===== src/rtl/alu_pkg.sv =====
// Shared types and constants for the ALU issue stage: op encodings, opcodes, issue bundle.
package alu_pkg;

    localparam int unsigned XLEN       = 64;
    localparam int unsigned SEL_SIZE   = 4;
    localparam int unsigned SHIFT_SIZE = 5;
    localparam int unsigned STAT_W     = 32;

    typedef enum logic [SEL_SIZE-1:0] {
        ALU_ADD   = 4'd0,
        ALU_SUB   = 4'd1,
        ALU_SLT   = 4'd2,
        ALU_SLTU  = 4'd3,
        ALU_AND   = 4'd4,
        ALU_OR    = 4'd5,
        ALU_XOR   = 4'd6,
        ALU_SLL   = 4'd7,
        ALU_SRL   = 4'd8,
        ALU_SRA   = 4'd9,
        ALU_LUI   = 4'd10,
        ALU_AUIPC = 4'd11
    } alu_op_e;

    localparam logic [6:0] OPC_OP     = 7'b0110011;
    localparam logic [6:0] OPC_OP_IMM = 7'b0010011;
    localparam logic [6:0] OPC_LUI    = 7'b0110111;
    localparam logic [6:0] OPC_AUIPC  = 7'b0010111;

    localparam logic [6:0] F7_BASE = 7'b0000000;
    localparam logic [6:0] F7_ALT  = 7'b0100000;

    typedef struct packed {
        logic                  enable;
        alu_op_e               sel;
        logic [SHIFT_SIZE-1:0] shift_amt;
        logic [XLEN-1:0]       a;
        logic [XLEN-1:0]       b;
        logic [4:0]            rd;
        logic                  illegal;
    } alu_issue_t;

endpackage


===== src/rtl/alu_issue_stage_if.sv =====
// Instruction-in / issue-out bus of the ALU issue stage; slave is the stage, master its environment.
interface alu_issue_stage_if;
    import alu_pkg::*;

    logic                  in_valid;
    logic                  in_ready;
    logic [31:0]           in_instr;
    logic [XLEN-1:0]       in_pc;
    logic [XLEN-1:0]       in_rs1_data;
    logic [XLEN-1:0]       in_rs2_data;
    logic                  out_valid;
    logic                  out_ready;
    logic                  alu_enable;
    logic [SEL_SIZE-1:0]   alu_sel;
    logic [SHIFT_SIZE-1:0] alu_shift_amt;
    logic [XLEN-1:0]       alu_data_a;
    logic [XLEN-1:0]       alu_data_b;
    logic [4:0]            out_rd;
    logic                  out_illegal;

    modport slave (
        input  in_valid, in_instr, in_pc, in_rs1_data, in_rs2_data, out_ready,
        output in_ready, out_valid, alu_enable, alu_sel, alu_shift_amt,
               alu_data_a, alu_data_b, out_rd, out_illegal
    );

    modport master (
        output in_valid, in_instr, in_pc, in_rs1_data, in_rs2_data, out_ready,
        input  in_ready, out_valid, alu_enable, alu_sel, alu_shift_amt,
               alu_data_a, alu_data_b, out_rd, out_illegal
    );

endinterface


===== src/rtl/alu_decoder.sv =====
// Combinational decode of OP / OP-IMM / LUI / AUIPC into an ALU issue bundle.
module alu_decoder
    import alu_pkg::*;
(
    input  logic [31:0]     instr,
    input  logic [XLEN-1:0] pc,
    input  logic [XLEN-1:0] rs1,
    input  logic [XLEN-1:0] rs2,
    output alu_issue_t      issue
);

    logic [6:0]            opcode;
    logic [6:0]            funct7;
    logic [2:0]            funct3;
    logic [XLEN-1:0]       imm_i;
    logic [XLEN-1:0]       imm_u;
    logic                  legal;
    alu_op_e               sel;
    logic [SHIFT_SIZE-1:0] shamt;
    logic [XLEN-1:0]       a;
    logic [XLEN-1:0]       b;
    logic                  unused_rs1_field;

    assign opcode           = instr[6:0];
    assign funct3           = instr[14:12];
    assign funct7           = instr[31:25];
    assign imm_i            = {{(XLEN-12){instr[31]}}, instr[31:20]};
    assign imm_u            = XLEN'(instr[31:12]);
    assign unused_rs1_field = ^instr[19:15];

    // Opcode/funct decode; anything not matched stays illegal.
    always_comb begin
        legal = 1'b0;
        sel   = ALU_ADD;
        shamt = '0;
        a     = '0;
        b     = '0;
        case (opcode)
            OPC_OP: begin
                legal = 1'b1;
                a     = rs1;
                b     = rs2;
                shamt = rs2[SHIFT_SIZE-1:0];
                case ({funct7, funct3})
                    {F7_BASE, 3'b000}: sel = ALU_ADD;
                    {F7_ALT,  3'b000}: sel = ALU_SUB;
                    {F7_BASE, 3'b001}: sel = ALU_SLL;
                    {F7_BASE, 3'b010}: sel = ALU_SLT;
                    {F7_BASE, 3'b011}: sel = ALU_SLTU;
                    {F7_BASE, 3'b100}: sel = ALU_XOR;
                    {F7_BASE, 3'b101}: sel = ALU_SRL;
                    {F7_ALT,  3'b101}: sel = ALU_SRA;
                    {F7_BASE, 3'b110}: sel = ALU_OR;
                    {F7_BASE, 3'b111}: sel = ALU_AND;
                    default:           legal = 1'b0;
                endcase
            end
            OPC_OP_IMM: begin
                legal = 1'b1;
                a     = rs1;
                b     = imm_i;
                shamt = instr[24:20];
                case (funct3)
                    3'b000: sel = ALU_ADD;
                    3'b001: begin
                        sel   = ALU_SLL;
                        legal = (funct7 == F7_BASE);
                    end
                    3'b010: sel = ALU_SLT;
                    3'b011: sel = ALU_SLTU;
                    3'b100: sel = ALU_XOR;
                    3'b101: begin
                        sel   = instr[30] ? ALU_SRA : ALU_SRL;
                        legal = (funct7 == F7_BASE) || (funct7 == F7_ALT);
                    end
                    3'b110: sel = ALU_OR;
                    3'b111: sel = ALU_AND;
                endcase
            end
            OPC_LUI: begin
                legal = 1'b1;
                sel   = ALU_LUI;
                a     = imm_u;
            end
            OPC_AUIPC: begin
                legal = 1'b1;
                sel   = ALU_AUIPC;
                a     = imm_u;
                b     = pc;
            end
            default: legal = 1'b0;
        endcase
    end

    // Illegal bundles carry only rd and the illegal flag; operands are zeroed.
    always_comb begin
        issue     = '0;
        issue.sel = ALU_ADD;
        issue.rd  = instr[11:7];
        if (legal) begin
            issue.enable    = 1'b1;
            issue.sel       = sel;
            issue.shift_amt = shamt;
            issue.a         = a;
            issue.b         = b;
        end else begin
            issue.illegal = 1'b1;
        end
    end

endmodule


===== src/rtl/alu_issue_stage.sv =====
// ALU decode-and-issue stage with a 2-entry skid buffer; in_ready and all outputs registered.
// Optional statistics counters are enabled by defining ALU_ISSUE_STATS_EN.
module alu_issue_stage
    import alu_pkg::*;
(
    input  logic              clk,
    input  logic              rst,
    alu_issue_stage_if.slave  bus
`ifdef ALU_ISSUE_STATS_EN
    ,
    output logic [STAT_W-1:0] stat_issued,
    output logic [STAT_W-1:0] stat_illegal
`endif
);

    typedef enum logic [1:0] {
        EMPTY = 2'd0,
        ONE   = 2'd1,
        TWO   = 2'd2
    } state_e;

    state_e     state_q;
    state_e     state_d;
    alu_issue_t dec;
    alu_issue_t main_q;
    alu_issue_t skid_q;
    logic       out_valid_q;
    logic       in_ready_q;
    logic       in_fire;
    logic       out_fire;
    logic       load_main_in;
    logic       load_main_skid;
    logic       load_skid;

    alu_decoder u_decoder (
        .instr (bus.in_instr),
        .pc    (bus.in_pc),
        .rs1   (bus.in_rs1_data),
        .rs2   (bus.in_rs2_data),
        .issue (dec)
    );

    assign in_fire  = bus.in_valid & in_ready_q;
    assign out_fire = out_valid_q & bus.out_ready;

    // State register.
    always_ff @(posedge clk) begin
        if (rst) state_q <= EMPTY;
        else     state_q <= state_d;
    end

    // Next state and register-load controls for the skid buffer.
    always_comb begin
        state_d        = state_q;
        load_main_in   = 1'b0;
        load_main_skid = 1'b0;
        load_skid      = 1'b0;
        case (state_q)
            EMPTY: begin
                if (in_fire) begin
                    state_d      = ONE;
                    load_main_in = 1'b1;
                end
            end
            ONE: begin
                if (in_fire && out_fire) begin
                    load_main_in = 1'b1;
                end else if (in_fire) begin
                    state_d   = TWO;
                    load_skid = 1'b1;
                end else if (out_fire) begin
                    state_d = EMPTY;
                end
            end
            TWO: begin
                if (out_fire) begin
                    state_d        = ONE;
                    load_main_skid = 1'b1;
                end
            end
            default: state_d = EMPTY;
        endcase
    end

    // Handshake flags registered from the next state so they line up with the data.
    always_ff @(posedge clk) begin
        if (rst) begin
            out_valid_q <= 1'b0;
            in_ready_q  <= 1'b0;
        end else begin
            out_valid_q <= (state_d != EMPTY);
            in_ready_q  <= (state_d != TWO);
        end
    end

    // Main and skid bundle registers; main always holds the oldest entry.
    always_ff @(posedge clk) begin
        if (rst) begin
            main_q <= '0;
            skid_q <= '0;
        end else begin
            if (load_main_in)        main_q <= dec;
            else if (load_main_skid) main_q <= skid_q;
            if (load_skid)           skid_q <= dec;
        end
    end

    assign bus.in_ready      = in_ready_q;
    assign bus.out_valid     = out_valid_q;
    assign bus.alu_enable    = main_q.enable;
    assign bus.alu_sel       = main_q.sel;
    assign bus.alu_shift_amt = main_q.shift_amt;
    assign bus.alu_data_a    = main_q.a;
    assign bus.alu_data_b    = main_q.b;
    assign bus.out_rd        = main_q.rd;
    assign bus.out_illegal   = main_q.illegal;

`ifdef ALU_ISSUE_STATS_EN
    logic [STAT_W-1:0] stat_issued_q;
    logic [STAT_W-1:0] stat_illegal_q;

    // Issue and illegal-issue counters, wrapping naturally.
    always_ff @(posedge clk) begin
        if (rst) begin
            stat_issued_q  <= '0;
            stat_illegal_q <= '0;
        end else if (out_fire) begin
            stat_issued_q <= stat_issued_q + STAT_W'(1);
            if (main_q.illegal) stat_illegal_q <= stat_illegal_q + STAT_W'(1);
        end
    end

    assign stat_issued  = stat_issued_q;
    assign stat_illegal = stat_illegal_q;
`endif

endmodule


===== src/flat_wrapper.sv =====
// flat-port wrapper written by rule: the top's interface ports become plain ports
module alu_issue_stage_flat import alu_pkg::*;
  (clk, rst, bus_in_valid, bus_in_instr, bus_in_pc, bus_in_rs1_data, bus_in_rs2_data, bus_out_ready, bus_in_ready, bus_out_valid, bus_alu_enable, bus_alu_sel, bus_alu_shift_amt, bus_alu_data_a, bus_alu_data_b, bus_out_rd, bus_out_illegal);
  alu_issue_stage_if bus_i ();
  input  logic clk;
  input  logic rst;
  input wire logic [$bits(bus_i.in_valid)-1:0] bus_in_valid;
  input wire logic [$bits(bus_i.in_instr)-1:0] bus_in_instr;
  input wire logic [$bits(bus_i.in_pc)-1:0] bus_in_pc;
  input wire logic [$bits(bus_i.in_rs1_data)-1:0] bus_in_rs1_data;
  input wire logic [$bits(bus_i.in_rs2_data)-1:0] bus_in_rs2_data;
  input wire logic [$bits(bus_i.out_ready)-1:0] bus_out_ready;
  output wire logic [$bits(bus_i.in_ready)-1:0] bus_in_ready;
  output wire logic [$bits(bus_i.out_valid)-1:0] bus_out_valid;
  output wire logic [$bits(bus_i.alu_enable)-1:0] bus_alu_enable;
  output wire logic [$bits(bus_i.alu_sel)-1:0] bus_alu_sel;
  output wire logic [$bits(bus_i.alu_shift_amt)-1:0] bus_alu_shift_amt;
  output wire logic [$bits(bus_i.alu_data_a)-1:0] bus_alu_data_a;
  output wire logic [$bits(bus_i.alu_data_b)-1:0] bus_alu_data_b;
  output wire logic [$bits(bus_i.out_rd)-1:0] bus_out_rd;
  output wire logic [$bits(bus_i.out_illegal)-1:0] bus_out_illegal;
  assign bus_i.in_valid = bus_in_valid;
  assign bus_i.in_instr = bus_in_instr;
  assign bus_i.in_pc = bus_in_pc;
  assign bus_i.in_rs1_data = bus_in_rs1_data;
  assign bus_i.in_rs2_data = bus_in_rs2_data;
  assign bus_i.out_ready = bus_out_ready;
  assign bus_in_ready = bus_i.in_ready;
  assign bus_out_valid = bus_i.out_valid;
  assign bus_alu_enable = bus_i.alu_enable;
  assign bus_alu_sel = bus_i.alu_sel;
  assign bus_alu_shift_amt = bus_i.alu_shift_amt;
  assign bus_alu_data_a = bus_i.alu_data_a;
  assign bus_alu_data_b = bus_i.alu_data_b;
  assign bus_out_rd = bus_i.out_rd;
  assign bus_out_illegal = bus_i.out_illegal;
  alu_issue_stage u_core (.clk(clk), .rst(rst), .bus(bus_i));
endmodule

===== config.mk =====
export PLATFORM = sky130hd
export DESIGN_NAME = alu_issue_stage_flat
export DESIGN_NICKNAME = d
export VERILOG_FILES = /design/src/rtl/alu_pkg.sv /design/src/rtl/alu_issue_stage_if.sv /design/src/rtl/alu_decoder.sv /design/src/rtl/alu_issue_stage.sv /design/src/flat_wrapper.sv
export SDC_FILE = /design/constraint.sdc
export NUM_CORES = 1
export LEC_CHECK = 0
export CORE_ASPECT_RATIO = 0.6
export CORE_MARGIN = 2
export CORE_UTILIZATION = 45
export DETAILED_ROUTE_END_ITERATION = 6
export PLACE_DENSITY = 0.76
export SYNTH_ARGS = -nofsm -noshare
export SYNTH_HDL_FRONTEND = slang
export SYNTH_HIERARCHICAL = 1
export SYNTH_SLANG_ARGS = --single-unit
export TNS_END_PERCENT = 20

===== constraint.sdc =====
create_clock -name clk -period 2.1 [get_ports clk]
set_input_delay 0.42 -clock clk [delete_from_list [all_inputs] [get_ports clk]]
set_output_delay 0.42 -clock clk [all_outputs]
set_load 0.01 [all_outputs]

; ---- After elaboration in Yosys (flattened, before gate mapping)
; Cells that the tools add are included.
[classes]
eq_ne = 24
n_mux = 27
n_bitwise = 2
reduce_logical = 11
[op_table]
columns = cell, n
row1 = $mux W144, 2
row2 = $pmux W64 S3, 1
row3 = $mux W138, 1
row4 = $pmux W64 S2, 1
row5 = $eq A10 B3 Y1 const B, 4
row6 = $pmux W4 S9, 1
row7 = $pmux W4 S8, 1
row8 = $eq A7 B6 Y1 const B, 3
row9 = $eq A10 B2 Y1 const B, 2
row10 = $eq A10 B9 Y1 const B, 2
row11 = $pmux W4 S4, 1
row12 = $eq A7 B5 Y1 const B, 2
row13 = $eq A3 B3 Y1 const B, 4
row14 = $eq A10 B1 Y1 const B, 1
row15 = $logic_not A10 Y1, 1
row16 = $mux W2, 5
row17 = $pmux W5 S2, 1
row18 = $reduce_or A10 Y1, 1
row19 = $mux W1, 9
row20 = $logic_not A7 Y1, 1
row21 = $eq A3 B2 Y1 const B, 2
row22 = $pmux W2 S3, 1
row23 = $pmux W1 S2, 2
row24 = $reduce_bool A2 Y1, 2
row25 = 11 further kinds, 13
[totals]
regBits = 292
input_bits = 228
output_inout_bits = 146

; ---- Depth between registers and ports, before layout
; Gate-level depths: netlist (run 1).
[logic_depth]
word_depth = 6
ltp_mapped = 9
mapped_depth_nobuf = 6

; ---- Hierarchy
; Netlist (run 1), hierarchy kept.
[by_module_without_submodules]
columns = module, n_inst, cells_each, area_per_inst_um2
row1 = alu_issue_stage, 1, 1494, 12175.4
row2 = alu_decoder, 1, 442, 2346.0

; ---- Least setup slack after synthesis (run 1)
; Ideal clock, no wire load.
[synth_timing]
kind = input -> register
start = input bus_in_instr[14]
end = register u_core.main_q, in the netlist u_core/bus.alu_enable
setup_ns = 0.133
arrival_time_ns = 2.107
required_time_ns = 1.967
slack_ns = -0.140
cell_stages = 9
path_buffers = 3
path_cell_list = buf_2 > or4b_1 > o211a_1 > o311ai_2 > buf_2 > inv_1 > buf_4 > nor3_1 > a311oi_1
[synth_rtl]
columns = item, line
row1 = start: declaration, flat_wrapper.sv:8  ; input wire logic [$bits(bus_i.in_instr)-1:0] bus_in_instr;
row2 = end signal: assignment, alu_issue_stage.sv:103  ; else if (load_main_skid) main_q <= skid_q;
row3 = end: declaration, alu_issue_stage.sv:25  ; alu_issue_t main_q;

==> results of run 1 <==
## layer usage
layer,share of wire (%),vias up,track usage (%)
li1,-,7541,-
met1,42,7930,42.8
met2,45,835,46.8
met3,9.2,118,6.94
met4,3.4,0,11.5
met5,0,-,0
## per-stage QoR
| step | TNS, ns | utilization [%] | setup slack (ns) | instances | total power (W) |
|---|---|---|---|---|---|
| floorplan | -0.0735 | - | -0.0193 | 1936 | 0.00727 |
| global placement | -170.65 | 62.1 | -0.805 | 2642 | 0.00876 |
| detailed placement | -182.16 | 62.1 | -0.837 | 2642 | 0.00880 |
| CTS | 0 | 65.4 | 0.00116 | 2700 | 0.0141 |
| global route | -0.305 | 66.4 | -0.0975 | 2708 | 0.0146 |
| finish | 0 | 66.5 | 0.0108 | 2714 | 0.0141 |
## layout make-up
type                       count  area [um^2]  share of cell area (%)
multi-input combinational   1412         8000                    38.2
sequential                   292         5850                    28.0
timing repair buffer         529         5560                    26.6
clock buffer                  42          835                    3.99
tap                          416          520                    2.49
clock inverter                 8          115                   0.550
antenna                       11         27.5                   0.132
inverter                       4         15.0                  0.0718
## logic make-up after synthesis
| group | synth area share, % |
|---|---|
| AO/OA/AOI/OAI | 24.7 |
| XOR/XNOR | 0.181 |
| buffers and inverters | 7.59 |
| flip-flops | 40.3 |
| multiplexers | 2.48 |
| AND/OR/NAND/NOR | 24.8 |
## cells in the mapped netlist, drive strengths merged, types with 2 or more instances
library cell and number:
and3b 2, a21oi 265, buf 123, inv 4, nor2b 7, dfxtp 292, nand2b 4, nor2 100
a21boi 2, clkbuf 105, o21ai 146, a311oi 144, xnor2 2, mux2i 36, and2 44, o211ai 2
nand3 144, nor4bb 2, nor3 145, nand2 347
## flip-flops by register name, summed over array words and instances (netlist names)
register,flops
u_core/bus.alu_data_a,64
u_core/bus.alu_data_b,64
u_core/bus.alu_enable,1
u_core/bus.alu_sel,4
u_core/bus.alu_shift_amt,5
u_core/bus.in_ready,1
u_core/bus.out_illegal,1
u_core/bus.out_rd,5
u_core/bus.out_valid,1
u_core/skid_q,144
u_core/state_q,2
## what timing repair did
item                                    CTS  global route
setup buffers                             7             1
gates cloned                              1             2
endpoints found under the setup margin  229           184
pin swaps                                 6            43
resized for setup                        18            72
## placed cells by master (no fill, tap or decap), drive strengths merged, types with 7 or more instances in the layout
cell	Yosys	layout
nor3	145	145
o21ai	146	146
clkdlybuf4s50	0	361
a21oi	265	265
a311oi	144	144
clkbuf	105	44
nor2	100	100
dfxtp	292	292
buf	123	157
and2	44	44
mux2i	36	36
diode	0	11
nand2	347	347
nor2b	7	7
nand3	144	144
## path summary, 6_finish.rpt
| kind | startpoint | endpoint | slack (ns) | depth (start not counted) |
|---|---|---|---|---|
| hold / removal | rst | u_core/skid_q[115] | 0.31 | 2 |
| hold reg to reg | u_core/skid_q[103] | u_core/skid_q[103] | 0.48 | 2 |
| setup reg to reg | u_core/state_q[0] | u_core/bus.alu_data_b[41] | 0.41 | 4 |
| setup / recovery | bus_in_instr[1] | u_core/bus.alu_data_a[36] | 0.01 | 10 |
## power groups by stage
| stage | sequential (W) | clock, W | combinational, W |
|---|---|---|---|
| after floorplan | 0.00611 | 0 | 0.00116 |
| after global placement | 0.00603 | 0 | 0.00273 |
| after detailed placement | 0.00604 | 0 | 0.00276 |
| after CTS | 0.00592 | 0.00539 | 0.00278 |
| after global routing | 0.00594 | 0.00563 | 0.00303 |
| final | 0.00592 | 0.00533 | 0.00285 |
## critical path: stages
cell             delay, ns
clkdlybuf4s50_1       0.45
nor4bb_4              0.28
buf_4                 0.15
o211a_4               0.18
o2111a_2              0.23
buf_12                0.15
clkbuf_16             0.18
and2_4                0.16
nor3_2                0.04
a311oi_1              0.28
==> summary.txt, run 1 <==
Pwr
  – P_int: 0.0102 W
  – Sw Share: 27.6%
  – Power share of the clock group: 37.8%
  – Switch Pwr: 0.00389 W
  – Sequential power share: 42.0%
  – PD cells: 674 nW/um^2
  – VDD IR max: 0.579 mV
  – Leak: 7.26 nW
  – Gate power share: 20.2%

Synthesis
  – Synth area leaders: dfxtp_1 40%, a21oi_1 9.1%, nand2_1 8.9%
  – Syn Std Cell Area: 14,500 um^2
  – Yosys reg bits: 292
  – Mapped Cells: 1,936
  – Seq/Total Area, Yosys: 40.3%
  – Netlist cell types: 48
  – Top cell type's share of synthesized area: 40.3%
  – EDFF count, synth: 0
  – Synth area leader: dfxtp_1
  – Net Count, Synth: 2,164
  – Synth warn: 6
  – Most used DFF post-synth: dfxtp_1
  – Syn avg cell area: 7.50 um^2
  – Ys async rst share: 0%

STA
  – Hold Slack: 0.307 ns
  – Worst-Margin Slew: 0.554 ns
  – Maximum clock rate: 479 MHz
  – Unrepaired setup endpoints after global routing: true
  – Max_slew headroom: 63.1%
  – Final worst-path cycle share: 99.5%
  – Minimum clock period: 2.09 ns
  – Final setup violation count: 0
  – Worst Skew: 0.0286 ns
  – Final Hold Fails: 0
  – Max-slew violations: 0

Cells and area
  – Synth-to-layout area growth: 44.0%
  – Layout cells sized above 1: 14.6%
  – Nets@finish: 2,495
  – Post-route cell area: 20,900 um^2
  – Fillcell total: 2,607

CTS
  – Worst-path clk slew: 0.07 ns
  – Clk root buf: clkbuf_16
  – Max Root-Sink Buffers: 3
  – # clock sinks: 292
  – CTS buffer count: 28
  – Clock tree from TritonCTS: done
  – CTS Hold Buffers Added: 0
  – CTS H-Tree Depth: 1
  – Skew-Pair Late Insertion Delay: 0.56 ns

Critical path
  – Crit. End Element: flip-flop
  – Critical Path Source Type: primary input
  – WS Path Type: primary input to flip-flop
  – CP Data Arrival Time: 2.53 ns
  – Worst endpoint required time: 2.54 ns
  – Crit path max fanout: 15

Detailed routing
  – DRC: 0
  – Vias: 16,400
  – Final wirelength: 56,100 um
  – Routed WL per cell: 20.7 um
  – DRT iter0 DRCs: 1,936
  – DRT antenna net count: 0
  – Initial DRT Pass Iterations: 6
  – Via density: 6.05

Floorplan
  – Die X: 236 um
  – Die ar.: 33,800 um^2
  – Starting Density: 46.1%
  – Die Ht: 143 um
  – Row cnt: 50
  – # IOs: 374
  – Core box area: 31,500 um^2

Global routing
  – GRT Residual Overflow: 0
  – Initial antenna violation count: 6
  – Largest net degree at the start of global routing: 85
  – First-pass GRT wire length: 84,200 um
  – GR Util All Layers: 30.8%
  – Vias in the first global route: 15,000

Placed design
  – IO buf count: 373
  – Gp weighted congestion: 0.869
  – Post-DP Area: 19,500 um^2
  – Final HPWL from detailed placement: 37,100 um

Hold path
  – Min-Delay Path Class: primary input to flip-flop

Job
  – Max Cap Viol: 0

Outcome
  – Status: completed
(Power assumes the default switching activity.)
==> run 2, diff against run 1 <==
--- a/config.mk
+++ b/config.mk
@@ -7,9 +7,10 @@
 export LEC_CHECK = 0
 export CORE_ASPECT_RATIO = 0.6
 export CORE_MARGIN = 2
-export CORE_UTILIZATION = 45
+export CORE_UTILIZATION = 35
 export DETAILED_ROUTE_END_ITERATION = 6
-export PLACE_DENSITY = 0.76
+export MAX_ROUTING_LAYER = met4
+export PLACE_DENSITY = 0.62
 export SYNTH_ARGS = -nofsm -noshare
 export SYNTH_HDL_FRONTEND = slang
 export SYNTH_HIERARCHICAL = 1
==> run 2 against run 1 <==
Compared with the run above: the run now ends with design-rule violations, negative setup slack left; clock-buffer cell count grew 3; die area rose by 28%; core utilization down 14 points; total power grew 1.9%; global-route usage decreased by 5.4 points; cell count increased by 4.8%; flip-flop and latch count unchanged; critical path type unchanged; critical endpoint is now u_core/bus.alu_data_b[22]; largest cell class unchanged.
==> summary.txt, run 2 (synthesis results as in run 1) <==
Cells and area
  – Post-route cell area: 21,300 um^2
  – Sequential cell area: 5850 um^2
  – Max reg flops: 144
  – Top reg by flops: u_core/skid_q
  – Layout cells sized above 1: 14.8%
  – Nets@finish: 2,483
  – Commonest non-fill, non-tap cell in the layout: clkdlybuf4s50_1
  – Post-Layout Cell Count: 2,843
  – Area of the multi-input gates: 8080 um^2
  – Fillcell total: 3,739
  – Synth-to-layout area growth: 46.8%
  – Most frequent cells in the layout: 359 x clkdlybuf4s50_1, 346 x nand2_1, 290 x dfxtp_1

Detailed routing
  – DRT iter0 DRCs: 1,421
  – Routed WL per cell: 20.4 um
  – Initial DRT Pass Iterations: 7
  – DRT antenna net count: 0
  – Vias: 15,900
  – Final wirelength: 57,900 um
  – Via density: 5.60
  – DRC: 2

CTS
  – CTS buffer count: 30
  – Skew-Pair Late Insertion Delay: 0.59 ns
  – Worst-path clk slew: 0.07 ns
  – # clock sinks: 292
  – Max Root-Sink Buffers: 3
  – Clock tree from TritonCTS: done
  – CTS H-Tree Depth: 1
  – Clk root buf: clkbuf_16
  – CTS Hold Buffers Added: 0

Pwr
  – Power share of the clock group: 38.5%
  – VDD IR max: 0.508 mV
  – Sequential power share: 41.2%
  – Switch Pwr: 0.00406 W
  – Gate power share: 20.3%
  – Sw Share: 28.2%
  – P_int: 0.0103 W
  – Pwr Total: 0.0144 W
  – PD cells: 674 nW/um^2
  – Leak: 7.36 nW

Placed design
  – Final HPWL from detailed placement: 38,800 um
  – Pre-CTS setup slack: -0.810 ns
  – Post-DP Area: 19,700 um^2
  – IO buf count: 373
  – Gp weighted congestion: 0.869
  – Placed Instances: 2,768

Floorplan
  – Die ar.: 43,200 um^2
  – Core box area: 40,700 um^2
  – Row cnt: 57
  – Die Ht: 162 um
  – Die X: 267 um
  – # IOs: 374
  – Starting Density: 35.7%

Global routing
  – GRT Residual Overflow: 0
  – First-pass GRT wire length: 85,400 um
  – Initial antenna violation count: 6
  – Vias in the first global route: 14,700
  – GR Util All Layers: 25.4%
  – Largest net degree at the start of global routing: 67

Hold path
  – Hold endpoint: u_core/skid_q[124]
  – Hold Crit Depth: 2
  – HP Start: rst
  – Min-Delay Path Class: primary input to flip-flop

STA
  – Worst-Margin Slew: 0.548 ns
  – Max_slew headroom: 63.5%
  – Minimum clock period: 2.12 ns
  – Maximum clock rate: 471 MHz
  – Max-slew violations: 0
  – Worst Skew: 0.0207 ns
  – Final setup violation count: 9
  – Unrepaired setup endpoints after global routing: true
  – Final worst-path cycle share: 101%
  – Setup ws final: -0.0241 ns
  – Final Hold Fails: 0

Critical path
  – Delay of the slowest cell on the worst path: 0.32 ns
  – CP Data Arrival Time: 2.61 ns
  – R2r endpoint: u_core/bus.alu_data_b[22]
  – Worst endpoint required time: 2.59 ns
  – WS Path Type: primary input to flip-flop
  – Worst path most repeated cell: buf_4
  – Slowest CP cell: dlygate4sd2_1
  – CP Cell Sequence: dlygate4sd2_1 > buf_4 > xor2_1 > o211ai_1 > buf_4 > o311ai_4 > buf_4 > clkbuf_16 > nor2_1 > nor3_1 > a311oi_1
  – Crit. End Element: flip-flop
  – Critical Path Source Type: primary input
  – Reg2Reg Depth: 5
  – Flop2flop setup slack: 0.44 ns
  – RR Startpoint: u_core/state_q[0]
  – Crit path max fanout: 16

Job
  – Max Cap Viol: 0

Outcome
  – Status: finished, violations left
  – Failing checks: design-rule violations, negative setup slack
==> run 2: cell count changes in the layout (fill, tap and decap cells not counted), sizes merged <==
cell and change:
buf -19, bufinv -1, clkbuf +8, clkdlybuf4s50 -2
clkinv -3, clkinvlp +3, diode -4, dlygate4sd2 -4
dlymetal6s2s +6, inv +1
==> run 2: power by group through the flow <==
stage / combinational [W] / sequential, W / clock, W
6_report: 0.00292 / 0.00592 / 0.00553
5_1_grt: 0.00310 / 0.00594 / 0.00583
4_1_cts: 0.00285 / 0.00592 / 0.00561
3_5_place_dp: 0.00283 / 0.00604 / 0
3_3_place_gp: 0.00281 / 0.00604 / 0
2_1_floorplan: 0.00116 / 0.00611 / 0
==> run 2: critical path, delay by kind of cell <==
family	cells	cell delay, ns
and+or+nand+nor	2	0.22
AOI/OAI and AO/OA	3	0.69
buffers and inverters	5	1.10
xor gates and xnor gates	1	0.17
==> run 2: routing by layer <==
layer	global-route usage (%)	wire length [um]	share of wire [%]	vias up
li1	-	-	-	7532
met1	34.8	25600	44	7728
met3	4.85	4010	6.9	100
met5	-	0	0	-
met2	37.7	26500	46	573
met4	8.43	1760	3.0	0
==> run 2: through the flow <==
| step | setup TNS [ns] | utilization (%) | hold WS, ns |
|---|---|---|---|
| after floorplan | -0.0735 | - | 0.454 |
| after global placement | -174.56 | 48.4 | 0.459 |
| after detailed placement | -183.19 | 48.4 | 0.466 |
| after CTS | -0.361 | 51.0 | 0.253 |
| after global routing | -0.649 | 52.3 | 0.281 |
| final | -0.101 | 52.3 | 0.274 |
==> run 2: worst max path at each step <==
stage                          start                        end  slack, ns  cells past startpoint
finish              bus_in_instr[14]  u_core/bus.alu_data_b[22]      -0.02                     11
CTS                 bus_in_instr[26]  u_core/bus.alu_data_b[63]      -0.03                      9
global placement     bus_in_instr[1]  u_core/bus.alu_data_a[16]      -0.76                     10
detailed placement   bus_in_instr[1]  u_core/bus.alu_data_a[15]      -0.81                     10
floorplan           bus_in_instr[14]      u_core/bus.alu_enable      -0.02                      9
global route         bus_in_instr[4]  u_core/bus.alu_data_b[57]      -0.05                     11
==> run 2: what timing repair did <==
| action | 4_1_cts | 5_1_grt |
|---|---|---|
| pin swaps | 5 | 37 |
| cloned | 0 | 8 |
| gates resized for setup | 29 | 80 |
| endpoints found under the hold margin | 0 | 0 |
| setup buffers | 0 | 7 |
| endpoints found under the setup margin | 198 | 166 |
==> run 2: final cells by class <==
cell class	count	area share (%)
Antenna cell	7	0.0822
Clock buffer	45	4.17
Clock inverter	8	0.487
Inverter	4	0.0704
Multi-Input combinational cell	1412	37.9
Sequential cell	292	27.4
Tap cell	560	3.29
Timing Repair Buffer	515	26.5
